===== src/rtl/yes_no_dialog_ctrl_pkg.sv =====
// Shared types and default timing constants for the YES/NO confirmation dialog.
// The UI top and the bench both pull these in so they agree on encodings.
package yes_no_dialog_ctrl_pkg;

  typedef enum logic [2:0] {
    S_IDLE         = 3'd0,
    S_ARM          = 3'd1,
    S_WAIT_PRESS   = 3'd2,
    S_HOLD         = 3'd3,
    S_WAIT_RELEASE = 3'd4,
    S_DONE         = 3'd5
  } dialog_state_t;

  localparam int          DEF_CNT_W          = 32;
  localparam logic [31:0] DEF_HOLD_CYCLES    = 32'd50000;
  localparam logic [31:0] DEF_TIMEOUT_CYCLES = 32'd250000000;

endpackage


===== src/rtl/yes_no_dialog_ctrl_timer.sv =====
// Saturating up-counter with synchronous clear and a terminal-count compare.
// Serves both the press-hold counter and the dialog timeout counter.
module dialog_timer #(
  parameter int CNT_W = 32
) (
  input  logic             clk,
  input  logic             reset,
  input  logic             clear,
  input  logic             run,
  input  logic [CNT_W-1:0] terminal,
  output logic             tc
);

  logic [CNT_W-1:0] count;

  // Clear wins over run; the count sticks at all-ones instead of wrapping.
  always_ff @(posedge clk or negedge reset) begin
    if (!reset) begin
      count <= '0;
    end else if (clear) begin
      count <= '0;
    end else if (run && (count != '1)) begin
      count <= count + CNT_W'(1);
    end
  end

  assign tc = (count == terminal);

endmodule


===== src/rtl/yes_no_dialog_ctrl.sv =====
// Confirmation dialog sequencer: arms the YES/NO hit detector, debounces one
// button press, waits for release and reports a single answer or a timeout.
module yes_no_dialog_ctrl
  import yes_no_dialog_ctrl_pkg::*;
#(
  parameter int               CNT_W          = DEF_CNT_W,
  parameter logic [CNT_W-1:0] HOLD_CYCLES    = CNT_W'(DEF_HOLD_CYCLES),
  parameter logic [CNT_W-1:0] TIMEOUT_CYCLES = CNT_W'(DEF_TIMEOUT_CYCLES)
) (
  input  logic          clk,
  input  logic          reset,
  input  logic          dialog_req,
  input  logic          dialog_cancel,
  input  logic          touch_valid,
  input  logic          hit_yes,
  input  logic          hit_no,
  output logic          det_enable,
  output logic          dialog_active,
  output logic          answer_valid,
  output logic          answer_yes,
  output logic          answer_timeout,
  output dialog_state_t dbg_state
);

  localparam logic [CNT_W-1:0] HOLD_TERM    = HOLD_CYCLES - CNT_W'(1);
  localparam logic [CNT_W-1:0] TIMEOUT_TERM = TIMEOUT_CYCLES - CNT_W'(1);
  localparam logic             TIMEOUT_EN   = (TIMEOUT_CYCLES != '0);

  dialog_state_t state, next_state;
  logic mask, cand;
  logic eff_yes, eff_no, eff_hit, eff_same;
  logic timing, hold_run, hold_tc, tout_tc, timeout_hit;
  logic det_enable_d, dialog_active_d, answer_valid_d, answer_yes_d, answer_timeout_d;

  // Both boxes lit at once is ambiguous and treated as no hit at all.
  assign eff_yes  = hit_yes & ~hit_no & touch_valid & ~mask;
  assign eff_no   = hit_no & ~hit_yes & touch_valid & ~mask;
  assign eff_hit  = eff_yes | eff_no;
  assign eff_same = cand ? eff_yes : eff_no;

  assign timing      = (state == S_ARM) || (state == S_WAIT_PRESS) || (state == S_HOLD);
  assign timeout_hit = TIMEOUT_EN && timing && tout_tc;
  assign hold_run    = ((state == S_WAIT_PRESS) && eff_hit) || ((state == S_HOLD) && eff_same);

  // tc is checked on the pre-increment value, so a hit with tc set completes the hold.
  dialog_timer #(.CNT_W(CNT_W)) u_hold_timer (
    .clk      (clk),
    .reset    (reset),
    .clear    (~hold_run),
    .run      (hold_run),
    .terminal (HOLD_TERM),
    .tc       (hold_tc)
  );

  dialog_timer #(.CNT_W(CNT_W)) u_timeout_timer (
    .clk      (clk),
    .reset    (reset),
    .clear    (state == S_IDLE),
    .run      (timing),
    .terminal (TIMEOUT_TERM),
    .tc       (tout_tc)
  );

  always_ff @(posedge clk or negedge reset) begin
    if (!reset) begin
      state <= S_IDLE;
    end else begin
      state <= next_state;
    end
  end

  always_comb begin
    next_state = state;
    case (state)
      S_IDLE:         if (dialog_req) next_state = S_ARM;
      S_ARM:          if (!touch_valid) next_state = S_WAIT_PRESS;
      S_WAIT_PRESS:   if (hold_run) next_state = hold_tc ? S_WAIT_RELEASE : S_HOLD;
      S_HOLD:         next_state = !hold_run ? S_WAIT_PRESS : (hold_tc ? S_WAIT_RELEASE : S_HOLD);
      S_WAIT_RELEASE: if (!touch_valid) next_state = S_DONE;
      S_DONE:         next_state = S_IDLE;
      default:        next_state = S_IDLE;
    endcase
    if (timeout_hit) next_state = S_DONE;
    if (dialog_cancel && (state != S_IDLE)) next_state = S_IDLE;
  end

  // Results are captured on DONE entry; only WAIT_RELEASE reaches DONE without a timeout.
  always_comb begin
    det_enable_d     = (next_state == S_ARM) || (next_state == S_WAIT_PRESS) ||
                       (next_state == S_HOLD) || (next_state == S_WAIT_RELEASE);
    dialog_active_d  = (next_state != S_IDLE);
    answer_valid_d   = (next_state == S_DONE);
    answer_yes_d     = answer_yes;
    answer_timeout_d = answer_timeout;
    if (answer_valid_d) begin
      answer_yes_d     = (state == S_WAIT_RELEASE) ? cand : 1'b0;
      answer_timeout_d = (state != S_WAIT_RELEASE);
    end
  end

  always_ff @(posedge clk or negedge reset) begin
    if (!reset) begin
      det_enable     <= 1'b0;
      dialog_active  <= 1'b0;
      answer_valid   <= 1'b0;
      answer_yes     <= 1'b0;
      answer_timeout <= 1'b0;
      cand           <= 1'b0;
      mask           <= 1'b1;
    end else begin
      det_enable     <= det_enable_d;
      dialog_active  <= dialog_active_d;
      answer_valid   <= answer_valid_d;
      answer_yes     <= answer_yes_d;
      answer_timeout <= answer_timeout_d;
      // Detector output lags one cycle, so the first enabled cycle is blanked.
      mask           <= (state == S_IDLE);
      if ((state == S_WAIT_PRESS) && hold_run) cand <= eff_yes;
    end
  end

  assign dbg_state = state;

endmodule


===== config.mk =====
export PLATFORM = sky130hd
export DESIGN_NAME = yes_no_dialog_ctrl
export DESIGN_NICKNAME = d
export VERILOG_FILES = /design/src/rtl/yes_no_dialog_ctrl_pkg.sv /design/src/rtl/yes_no_dialog_ctrl_timer.sv /design/src/rtl/yes_no_dialog_ctrl.sv
export SDC_FILE = /design/constraint.sdc
export NUM_CORES = 1
export LEC_CHECK = 0
export CAP_MARGIN = 20
export CORE_MARGIN = 2
export CORE_UTILIZATION = 45
export CTS_CLUSTER_DIAMETER = 50
export DETAILED_ROUTE_END_ITERATION = 10
export HOLD_SLACK_MARGIN = 0.15
export PLACE_DENSITY = 0.72
export SKIP_CTS_REPAIR_TIMING = 1
export SLEW_MARGIN = 10
export SYNTH_ARGS = -nofsm -noshare
export SYNTH_HDL_FRONTEND = slang
export SYNTH_SLANG_ARGS = --single-unit

===== constraint.sdc =====
create_clock -name clk -period 2.9 [get_ports clk]
set_input_delay 0.58 -clock clk [delete_from_list [all_inputs] [get_ports clk]]
set_output_delay 0.58 -clock clk [all_outputs]
set_load 0.005 [all_outputs]

==> metrics, run 1 <==
Post-synth top flop=dfrtp_1; die area=between 10000 and 15000 um2; CP required=between 3000 and 4000 ps; slowest stage delay, CP=around 510 ps; Netlist Area Pre-Place=between 4000 and 5000 um2; Die Y-Extent=slightly above 100 um; share of cells above drive strength 1=0.0868; commonest cells after routing, fill and taps aside=73 x dfrtp_1, 54 x nor2_1, 39 x nand2_1; Worst path slowest cell=or4b_1; Syn Area/Cell=around 9 um2; Antenna Nets Post-Route=0; Row Count=35; root buffer cell=clkbuf_8; GR Util All Layers=0.202; RSZ-0062 raised after global routing=false; Wirelength per Cell=16.4 um; Max VDD drop=between 0.00015 and 0.0002 V; Worst-path clk slew=~90 ps; Seq cells post-synth=between 70 and 80; pwr dens=496 nW/um2; via count=approximately 3.6k; synth warn=0; crit-path max FO=7; Placed Cells=between 500 and 600; clk_lat worst skew=approximately 370 ps; crit path capture type=flop; Initial Utilization=0.459; Synthesized Nets=between 400 and 500; Final Hold Fails=0; CP Class=reg2reg; first-pass GRT wire length=roughly 16000 um; Post-synth EDFFs=0; CORE AREA=9150 um2; initial drt markers=roughly 320; Max clock buf depth=2; vias per cell=6.11; fmax=between 0.3 and 0.4 GHz; leakage=between 1.5 and 2 nW; CP bufs+invs=0; Max Slew Vio Count=0; chip width=~100 um; drt first pass iters=5; register area share after synthesis=0.441; htree depth=3; CTS tree=built; DP HPWL=between 6000 and 7000 um; Final Skew=13.4 ps; IO Port Bufs=14; I/O pin count=15; hold crit path type=in2async; Slew @ Worst Pin=~920 ps; Final nets=about 490; Total Neg Setup Slack=0 ps; fin cells=roughly 600; minimum hold slack=between 300 and 400 ps; Cell Chain, Critical Path=or4b_1 > or4_1 > or3_4 > and3_1 > a211oi_4 > mux2_4; library cells used by synthesis=58; outcome=finished, final reports clean; Tcrit/Tclk final=0.944; initial antenna violation count=0; min cycle time layout=2740 ps; residual DRC count=0; most common cell after layout, fill and taps aside=dfrtp_1; Layout area overhead=10.8%; Finished Core Util=0.509; Post-synth ARST share=1.00; critical path arrival=roughly 3000 ps; Worst setup SP type=flop; largest net degree at the start of global routing=between 70 and 80; Syn Inst Count=465; vias in the first global route=3362; Post-Route WL=just under 10000 um; n_diodes=0; clk sinks=74; TritonCTS buffer count=9; Remaining Overflow, GRT=0; CP top delay family=simple AND/OR/NAND/NOR gates; max-cap viol count=0; Rel. slew slack=0.384; RD Place Congestion=0.915; Setup Viol. Count Final=0
[power breakdown]
part	internal [W]	switching, W	total, W
combinational	0.000156	0.000277	0.000433
clock	0.000337	0.000413	0.000750
sequential	0.00108	0.0000412	0.00113
total	0.00158	0.000732	0.00231
[logic make-up after synthesis]
group | after synthesis | synth area share
adders and majority gates | 2 | 0.00596
AOI/OAI and AO/OA | 62 | 0.103
DFF | 74 | 0.441
buffers and inverters | 33 | 0.0316
xor gates and xnor gates | 39 | 0.0813
muxes | 10 | 0.0253
and+or+nand+nor | 245 | 0.311
[through the flow]
step	worst slack, ps	instance area, um2	power [W]
CTS	152	4650	0.00231
floorplan	251	4200	0.00140
global route	52.4	4650	0.00243
global placement	210	4470	0.00156
finish	162	4650	0.00231
detailed placement	161	4470	0.00158
[area by class of cell]
cell class	count	area [um2]
Fill cell	805	4500
Multi-Input combinational cell	358	2220
Sequential cell	74	1850
Timing Repair Buffer	25	220
Clock buffer	11	141
Tap cell	111	139
Inverter	11	41.3
Clock inverter	5	38.8
[layer usage]
layer	share of wire	track usage	up-vias
met5	0	0	-
li1	-	-	1740
met2	0.44	0.303	147
met3	0.064	0.0485	19
met4	0.014	0.0611	0
met1	0.48	0.289	1729
[state kept, by name, indices dropped and copies added (netlist names)]
name	count
det_enable	1
dialog_active	1
dbg_state	3
answer_timeout	1
u_hold_timer.count	32
mask	1
u_timeout_timer.count	32
answer_valid	1
answer_yes	1
cand	1
[path summary, 6_finish.rpt]
path | from | endpoint | slack, ps | depth (start not counted)
worst max register to register | u_timeout_timer.count[16]$_DFFE_PN0P_ | answer_yes$_DFFE_PN0P_ | 160 | 6
worst min-delay path | reset | u_timeout_timer.count[23]$_DFFE_PN0P_ | 350 | 1
worst max-delay path | u_timeout_timer.count[16]$_DFFE_PN0P_ | answer_yes$_DFFE_PN0P_ | 160 | 6
min in group clk | u_timeout_timer.count[2]$_DFFE_PN0P_ | u_timeout_timer.count[2]$_DFFE_PN0P_ | 530 | 1
max in group asynchronous | reset | u_hold_timer.count[4]$_DFFE_PN0P_ | 1960 | 1
worst min register to register | u_timeout_timer.count[2]$_DFFE_PN0P_ | u_timeout_timer.count[2]$_DFFE_PN0P_ | 530 | 1
[synthesized netlist by cell type (9+ instances only)]
cell	number	area [um2]
nor4b_1	11	96.3
inv_1	10	37.5
dfrtp_1	73	1830
a21oi_1	14	70.1
nand3_1	28	140
clkbuf_1	20	75.1
nor2_1	54	203
xnor2_1	26	228
nand2_1	39	146
xor2_1	13	114
nand4_1	21	131
o21ai_0	12	60.1
nor3_1	26	130
and3_1	12	75.1
or3_1	9	56.3
nor4_1	18	113
[worst reg2reg max path, cell delays in order (launching register included)]
cell and delay (ps):
dfrtp_1 400, or4b_1 510, or4_1 470, or3_4 410, and3_1 260, a211oi_4 270
mux2_4 320
(Power assumes the default switching activity.)
==> run 2: changes to the inputs <==
--- a/config.mk
+++ b/config.mk
@@ -13,7 +13,6 @@
 export HOLD_SLACK_MARGIN = 0.15
 export PLACE_DENSITY = 0.72
 export SKIP_CTS_REPAIR_TIMING = 1
-export SLEW_MARGIN = 10
 export SYNTH_ARGS = -nofsm -noshare
 export SYNTH_HDL_FRONTEND = slang
 export SYNTH_SLANG_ARGS = --single-unit
==> results of run 2 <==
No change in the layout: final DEF, timing and power equal those of run 1.
